--- src/rtl/core_pkg.sv ---
// rtl/core_pkg.sv - shared core widths and ALU opcode constants
package core_pkg;
  localparam int XLEN    = 32;
  localparam int RADDR_W = 5;

  localparam logic [3:0] ALU_ADD  = 4'b0000;
  localparam logic [3:0] ALU_SUB  = 4'b0110;
  localparam logic [3:0] ALU_NAND = 4'b0010;
endpackage

--- src/rtl/fwd_mux.sv ---
// rtl/fwd_mux.sv - single-operand forwarding priority mux with x0 rule
import core_pkg::*;

module fwd_mux #(
  parameter int XLEN    = core_pkg::XLEN,
  parameter int RADDR_W = core_pkg::RADDR_W
) (
  input  logic [RADDR_W-1:0] rs_addr,
  input  logic [XLEN-1:0]    rs_data,
  input  logic               exmem_reg_write,
  input  logic               exmem_mem_read,
  input  logic [RADDR_W-1:0] exmem_rd,
  input  logic [XLEN-1:0]    exmem_result,
  input  logic               memwb_reg_write,
  input  logic [RADDR_W-1:0] memwb_rd,
  input  logic [XLEN-1:0]    memwb_result,
  output logic [XLEN-1:0]    fwd_data
);
  logic rs_zero;
  logic exmem_hit;
  logic memwb_hit;

  // A load in EX/MEM has no data yet; the hazard logic stalls for that case.
  assign rs_zero   = (rs_addr == '0);
  assign exmem_hit = exmem_reg_write && !exmem_mem_read && (exmem_rd == rs_addr) && !rs_zero;
  assign memwb_hit = memwb_reg_write && (memwb_rd == rs_addr) && !rs_zero;

  always_comb begin
    fwd_data = rs_data;
    if (rs_zero)        fwd_data = '0;
    else if (exmem_hit) fwd_data = exmem_result;
    else if (memwb_hit) fwd_data = memwb_result;
  end
endmodule

--- src/rtl/id_ex_stage.sv ---
// rtl/id_ex_stage.sv - decode-to-execute register with forwarding and load-use stall
import core_pkg::*;

module id_ex_stage #(
  parameter int XLEN    = core_pkg::XLEN,
  parameter int RADDR_W = core_pkg::RADDR_W
) (
  input  logic               clk,
  input  logic               rst,
  input  logic               flush,
  input  logic               in_valid,
  output logic               in_ready,
  input  logic [RADDR_W-1:0] rs1_addr,
  input  logic [RADDR_W-1:0] rs2_addr,
  input  logic [XLEN-1:0]    rs1_data,
  input  logic [XLEN-1:0]    rs2_data,
  input  logic [XLEN-1:0]    imm,
  input  logic               use_imm,
  input  logic [3:0]         alu_op,
  input  logic [RADDR_W-1:0] rd_addr,
  input  logic               reg_write,
  input  logic               mem_read,
  input  logic               exmem_reg_write,
  input  logic               exmem_mem_read,
  input  logic [RADDR_W-1:0] exmem_rd,
  input  logic [XLEN-1:0]    exmem_result,
  input  logic               memwb_reg_write,
  input  logic [RADDR_W-1:0] memwb_rd,
  input  logic [XLEN-1:0]    memwb_result,
  output logic               ex_valid,
  input  logic               ex_ready,
  output logic [XLEN-1:0]    A,
  output logic [XLEN-1:0]    B,
  output logic [3:0]         ALU_opcode,
  output logic [RADDR_W-1:0] ex_rd,
  output logic               ex_reg_write,
  output logic               ex_mem_read,
  output logic [XLEN-1:0]    ex_store_data
);
  logic [XLEN-1:0] fwd_rs1;
  logic [XLEN-1:0] fwd_rs2;
  logic            reg_write_q;
  logic            mem_read_q;
  logic            hz;
  logic            capture;

  fwd_mux #(.XLEN(XLEN), .RADDR_W(RADDR_W)) u_fwd_rs1 (
    .rs_addr         (rs1_addr),
    .rs_data         (rs1_data),
    .exmem_reg_write (exmem_reg_write),
    .exmem_mem_read  (exmem_mem_read),
    .exmem_rd        (exmem_rd),
    .exmem_result    (exmem_result),
    .memwb_reg_write (memwb_reg_write),
    .memwb_rd        (memwb_rd),
    .memwb_result    (memwb_result),
    .fwd_data        (fwd_rs1)
  );

  fwd_mux #(.XLEN(XLEN), .RADDR_W(RADDR_W)) u_fwd_rs2 (
    .rs_addr         (rs2_addr),
    .rs_data         (rs2_data),
    .exmem_reg_write (exmem_reg_write),
    .exmem_mem_read  (exmem_mem_read),
    .exmem_rd        (exmem_rd),
    .exmem_result    (exmem_result),
    .memwb_reg_write (memwb_reg_write),
    .memwb_rd        (memwb_rd),
    .memwb_result    (memwb_result),
    .fwd_data        (fwd_rs2)
  );

  function automatic logic uses(input logic [RADDR_W-1:0] r);
    return (rs1_addr == r) || (!use_imm && (rs2_addr == r));
  endfunction

  // A load in ID/EX or EX/MEM cannot forward yet: up to two bubbles behind it.
  assign hz = in_valid && (
      (ex_valid && mem_read_q && (ex_rd != '0) && uses(ex_rd)) ||
      (exmem_mem_read && exmem_reg_write && (exmem_rd != '0) && uses(exmem_rd)));

  assign in_ready = (!ex_valid || ex_ready) && !hz && !flush;
  assign capture  = in_valid && in_ready;

  always_ff @(posedge clk) begin
    if (rst) begin
      ex_valid      <= 1'b0;
      A             <= '0;
      B             <= '0;
      ALU_opcode    <= ALU_ADD;
      ex_rd         <= '0;
      reg_write_q   <= 1'b0;
      mem_read_q    <= 1'b0;
      ex_store_data <= '0;
    end else if (flush) begin
      ex_valid <= 1'b0;
    end else if (capture) begin
      ex_valid      <= 1'b1;
      A             <= fwd_rs1;
      B             <= use_imm ? imm : fwd_rs2;
      ALU_opcode    <= alu_op;
      ex_rd         <= rd_addr;
      reg_write_q   <= reg_write;
      mem_read_q    <= mem_read;
      ex_store_data <= fwd_rs2;
    end else if (ex_ready) begin
      ex_valid <= 1'b0;
    end
  end

  assign ex_reg_write = reg_write_q && ex_valid;
  assign ex_mem_read  = mem_read_q && ex_valid;
endmodule

--- config.mk ---
export PLATFORM = sky130hd
export DESIGN_NAME = id_ex_stage
export DESIGN_NICKNAME = d
export VERILOG_FILES = /design/src/rtl/core_pkg.sv /design/src/rtl/fwd_mux.sv /design/src/rtl/id_ex_stage.sv
export SDC_FILE = /design/constraint.sdc
export NUM_CORES = 1
export LEC_CHECK = 0
export CELL_PAD_IN_SITES_DETAIL_PLACEMENT = 1
export CELL_PAD_IN_SITES_GLOBAL_PLACEMENT = 2
export CORE_MARGIN = 2
export CORE_UTILIZATION = 22
export DETAILED_ROUTE_END_ITERATION = 6
export GPL_ROUTABILITY_DRIVEN = 1
export PLACE_DENSITY = 0.78
export REMOVE_ABC_BUFFERS = 1
export SETUP_SLACK_MARGIN = 0.5
export SYNTH_ARGS = -nofsm -noshare
export SYNTH_HDL_FRONTEND = slang
export SYNTH_HIERARCHICAL = 1
export SYNTH_SLANG_ARGS = --single-unit
--- constraint.sdc ---
create_clock -name clk -period 2.8 [get_ports clk]
set_input_delay 0.56 -clock clk [delete_from_list [all_inputs] [get_ports clk]]
set_output_delay 0.56 -clock clk [all_outputs]
set_load 0.02 [all_outputs]
---- Word-level counts from Yosys, hierarchy flattened ----
Index checks and enable logic that the tools add are counted.
word-level totals
  logic and storage cells ................. 66
  output and inout port bits .............. 109
  input bits .............................. 200
  flip-flop bits (word level) ............. 108
cells by class
  multiplexer cells ....................... 9
  bitwise operators ....................... 1
  reductions and logical operators ........ 40
  equality and inequality tests ........... 8
operators by type and width
  operator             count
  32-bit two-way mux   7
  5-bit equality test  8
  1-bit logical AND    22
  5-bit zero test      2
  5-bit nonzero test   2
  1-bit zero test      7
  1-bit logical OR     4
  1-bit two-way mux    2
  2-bit AND reduction  1
  2-bit nonzero test   1
  2-bit OR reduction   1
  1-bit inverter       1

---- Depth between registers and ports, before layout ----
  depth in word-level cells ............... 11
  depth in mapped cells ................... 9
  depth with buffers taken out ............ 7

---- Hierarchy ----
Netlist, hierarchy kept.
by module, submodules not included
  module       cells an instance  seq. area each (sq um)  area an instance (sq um)  times used
  id_ex_stage  534                2162.1                  4634.4                    1
  fwd_mux      131                0.0                     944.7                     2

---- Worst setup path before layout ----
No wires, ideal clock.
  path type ............................... input to output
  start point ............................. input port exmem_rd[1]
  end point ............................... output port in_ready
  data arrival time ....................... 1.940 ns
  path buffers ............................ 0
  setup slack ............................. 0.300 ns
  stages on the path ...................... 4
  required time ........................... 2.240 ns
  cell sequence ........................... or4_1 o2111ai_2 o32ai_1 nor3_1
on the way
  cells in the longest elaborated chain, start to end .. 9
  elaborated cells on any way between the ends .. 12
  those cells by class .................... eq/ne (2); reduce/logical (10)
ends and longest elaborated chain
  item                                RTL line           source
  start, declared                     id_ex_stage.sv:25  input logic [RADDR_W-1:0] exmem_rd,
  5-bit equality test                 id_ex_stage.sv:74  return (rs1_addr == r) || (!use_imm && (rs2_addr == r));
  1-bit logical AND                   id_ex_stage.sv:74
  1-bit logical OR                    id_ex_stage.sv:74
  1-bit logical AND (*)               id_ex_stage.sv:80  (exmem_mem_read && exmem_reg_write && (exmem_rd != '0) && uses(exmem_rd)));
  1-bit logical OR (*)                id_ex_stage.sv:79  (ex_valid && mem_read_q && (ex_rd != '0) && uses(ex_rd)) ||
  1-bit logical AND (*)               id_ex_stage.sv:78  assign hz = in_valid && (
  1-bit zero test (*)                 id_ex_stage.sv:82  assign in_ready = (!ex_valid || ex_ready) && !hz && !flush;
  1-bit logical AND (*) (2 in a row)  id_ex_stage.sv:82
  end, declared                       id_ex_stage.sv:12  output logic in_ready,
Every way passes the cells marked *; elsewhere a longest branch is shown, timed or not.

---- Final worst setup path ----
  start point ............................. input port rs2_addr[1]
  end point ............................... register B[31]
on the way
  elaborated cells on any way between the ends .. 27
  those cells by class .................... eq/ne (4); mux (4); reduce/logical (19)
RTL lines
  item                                                           RTL line                      source
  start, declared                                                id_ex_stage.sv:14             input logic [RADDR_W-1:0] rs2_addr,
  5-bit equality test / 5-bit zero test (equally long branches)  fwd_mux.sv:26, fwd_mux.sv:24
  1-bit logical AND / 1-bit zero test (equally long branches)    fwd_mux.sv:26, fwd_mux.sv:25
  1-bit logical AND                                              fwd_mux.sv:26                 assign memwb_hit = memwb_reg_write && (memwb_rd == rs_addr) && !rs_zero;
  32-bit two-way mux                                             fwd_mux.sv:32                 else if (memwb_hit) fwd_data = memwb_result;
  32-bit two-way mux                                             fwd_mux.sv:31                 else if (exmem_hit) fwd_data = exmem_result;
  32-bit two-way mux (*)                                         fwd_mux.sv:30                 if (rs_zero) fwd_data = '0;
  named net fwd_rs2[31]                                          id_ex_stage.sv:41             logic [XLEN-1:0] fwd_rs2;
  32-bit two-way mux (*)                                         id_ex_stage.sv:100            B <= use_imm ? imm : fwd_rs2;
  end signal, assigned                                           id_ex_stage.sv:100
  end, declared                                                  id_ex_stage.sv:33             output logic [XLEN-1:0] B,
The timed path passes the listed nets; every way through them passes the cells marked *.
A chain may end at the register's enable or synchronous reset.

==> results.md <==
- Syn avg cell area: 8.20 sq um
- Design Power: 4.39 mW
- WS Path Type: primary input to flip-flop
- Ranking of synthesized cells by area: dfxtp_1 (33%), mux2i_1 (15%), a211oi_1 (11%)
- First-pass GRT wire length: 51.3 mm
- Power per cell area: 351 nW/um^2
- DRT Pass-1 Iters: 5
- Clk_skew: 15.5 ps
- Final min period: 2490 ps
- Crit. Startpoint: rs2_addr[1]
- Die ar.: 31,000 sq um
- Initial Util: 0.222
- Hold bufs inserted after CTS: 0
- Placed cell areas: 10,500 sq um
- Initial antenna violation count: 0
- Data required, critical path: 3080 ps
- Design Area, Final: 12,500 sq um
- Final setup viols: 0
- EDFF count, synth: 0
- Slew Viols, Final: 0
- Worst EP arrival: 2770 ps
- Global Route met1 Usage: 0.294
- Final ANT Viol Nets: 0
- CP Capture Point: B[31]$_SDFFE_PP0P_
- Synth top area share: 0.331
- CTS tree: built
- Global-route usage over all layers: 0.217
- Hold depth: 2
- CP max FO: 7
- Diodes inserted: 0
- Clk slew on worst S/H paths: 90 ps
- Seq cells post-synth: 108
- Busiest grt layer: met2
- Port Buf Inserts: 308
- Via density: 4.98
- Max VDD drop: 0.000252 V
- Core ar.: 29,400 sq um
- Relative slew slack: 0.445
- Max Cap Viol: 0
- Drt wl/cell: 22.7 um
- GR Overflow Total: 0
- Asr flop ratio synth: 0
- Most common cell in the netlist: dfxtp_1
- R2R setup slack: 520 ps
- DRC errors left: 0
- Sink Count: 108
- Worst Tran Pin Value: 833 ps
- Nets@finish: 1,364
- Top post-synthesis cells by count: dfxtp_1 (108), a21oi_1 (107), a211oi_1 (96), mux2i_1 (96), nand3_1 (77)
- Rows: 63
- Leakage: 4.42 nW
- Num ports: 309
- Chip width: 176 um
- Grt met2 use: 0.360
- Leading area contributor after synthesis: dfxtp_1
- Worst setup SP type: primary input
- DIE HEIGHT: 176 um
- Area of the mapped netlist: 6520 sq um
- Reg2Reg Depth: 8
- Crit end category: flip-flop
- Initial DRC count: 345
- Num CTS Buffers: 9
- Via count of the routed design: 7,759
- RR Endpoint: B[28]$_SDFFE_PP0P_
- H-tree lvl count: 3
- Largest net degree at the start of global routing: 65
- Synth Flop Type: dfxtp_1
- Part of the cycle the worst path needs: 0.890
- Synth cell types: 35
- Root buffer cell: clkbuf_16
- Worst-Skew Late Latency: 360 ps
- Fillers: 3,295
- Post-DP HPWL: 21.8 mm
- Bufs on Longest Clock Path: 2
- Worst R2R Start: ex_rd[0]$_SDFFE_PP0P_
- Gpl congestion: 0.792
- Hold Crit Class: flip-flop to flip-flop
- Final number of hold-violating endpoints: 0
- Seq/Total Area, Yosys: 0.331
- Layout cells sized above 1: 0.272
- Area Growth Syn to Fin: 91.8%
- Routed wire length: 35.4 mm
- YS warnings: 6
- Fmax: 0.401 GHz
- Vias in the first global route: 8,160
- Status: complete, no violations
- RSZ-0062 raised after global routing: true
- M3 GR Usage: 0.0286
- Cells after synthesis: 796
-- per-layer routing --
metal | up-vias | routed length (um)
met3 | 32 | 1560
met1 | 3830 | 16200
met2 | 226 | 17000
met4 | 0 | 678
met5 | - | 0
li1 | 3671 | -
-- cells in the final DEF, fill, tap and decap left out, types with 11 or more instances in the layout --
cell type	count
clkbuf_16	13
nor2_4	16
a211oi_1	35
o21ai_1	11
buf_4	66
nor2_2	15
mux2i_1	87
a211oi_2	49
a21oi_1	96
buf_12	25
o21ai_0	64
nand3_1	70
clkdlybuf4s50_1	283
a211oi_4	12
xnor2_1	23
dfxtp_1	105
nor2_1	38
buf_6	32
a21oi_2	11
buf_16	12
-- sequential cells by signal (all words and copies together), names as in the netlist --
signal	cells
A	32
ALU_opcode	4
B	32
ex_rd	5
ex_store_data	32
ex_valid	1
mem_read_q	1
reg_write_q	1
-- kinds of logic after synthesis --
logic type                synth area share
buffers and inverters               0.0769
xor gates and xnor gates            0.0456
muxes                                0.147
DFF                                  0.331
AOI/OAI and AO/OA                    0.268
and+or+nand+nor                      0.131
-- worst max-delay path, cell delays in order --
cell	delay (ps)
buf_8	80
buf_6	110
inv_1	50
a222oi_1	340
or4b_4	570
buf_6	150
buf_6	110
buf_16	150
a211oi_2	200
buf_4	150
mux2i_1	50
a211oi_1	230
-- worst min-delay path by stage --
stage                                    from                              to  slack (ps)
3_3_place_gp   ex_store_data[15]$_SDFFE_PP0P_  ex_store_data[15]$_SDFFE_PP0P_         460
5_1_grt                     A[5]$_SDFFE_PP0P_               A[5]$_SDFFE_PP0P_         510
4_1_cts            ALU_opcode[0]$_SDFFE_PP0P_      ALU_opcode[0]$_SDFFE_PP0P_         480
3_5_place_dp       ALU_opcode[0]$_SDFFE_PP0P_      ALU_opcode[0]$_SDFFE_PP0P_         470
6_report       ex_store_data[16]$_SDFFE_PP0P_  ex_store_data[16]$_SDFFE_PP0P_         480
2_1_floorplan        reg_write_q$_SDFFE_PP0P_        reg_write_q$_SDFFE_PP0P_         440
-- report_power, final --
group	total (mW)	internal (mW)	switching, mW
logic	1.37	0.741	0.630
clock network	1.35	0.666	0.682
registers	1.67	1.62	0.0506
total	4.39	3.03	1.36
-- layout make-up --
type                            instances  area (sq um)  share of cell area
Sequential cell                       108          2170               0.174
Timing Repair Buffer                  441          4810               0.384
Tap cell                              390           488              0.0390
Inverter                                8          30.0             0.00240
Multi-Input combinational cell        596          4710               0.377
Clock inverter                          5          42.5             0.00340
Clock buffer                           11           253              0.0202
-- per-stage QoR --
| step | TNS, ps | cells | hold slack (ps) | worst slack [ps] | utilization |
|---|---|---|---|---|---|
| floorplan | -390410 | 712 | 443 | -3720 | - |
| global placement | -27130 | 1487 | 461 | -531 | 0.356 |
| detailed placement | -31810 | 1487 | 468 | -599 | 0.356 |
| CTS | 0 | 1545 | 480 | 319 | 0.403 |
| global route | 0 | 1559 | 508 | 217 | 0.426 |
| finish | 0 | 1559 | 479 | 309 | 0.426 |
-- what timing repair did --
item,4_1_cts,5_1_grt
pin swaps,87,37
gates cloned,12,5
setup endpoints to repair,108,97
gates resized for setup,199,108
setup buffers,30,9
No activity file was read; power rests on OpenSTA's default activity.
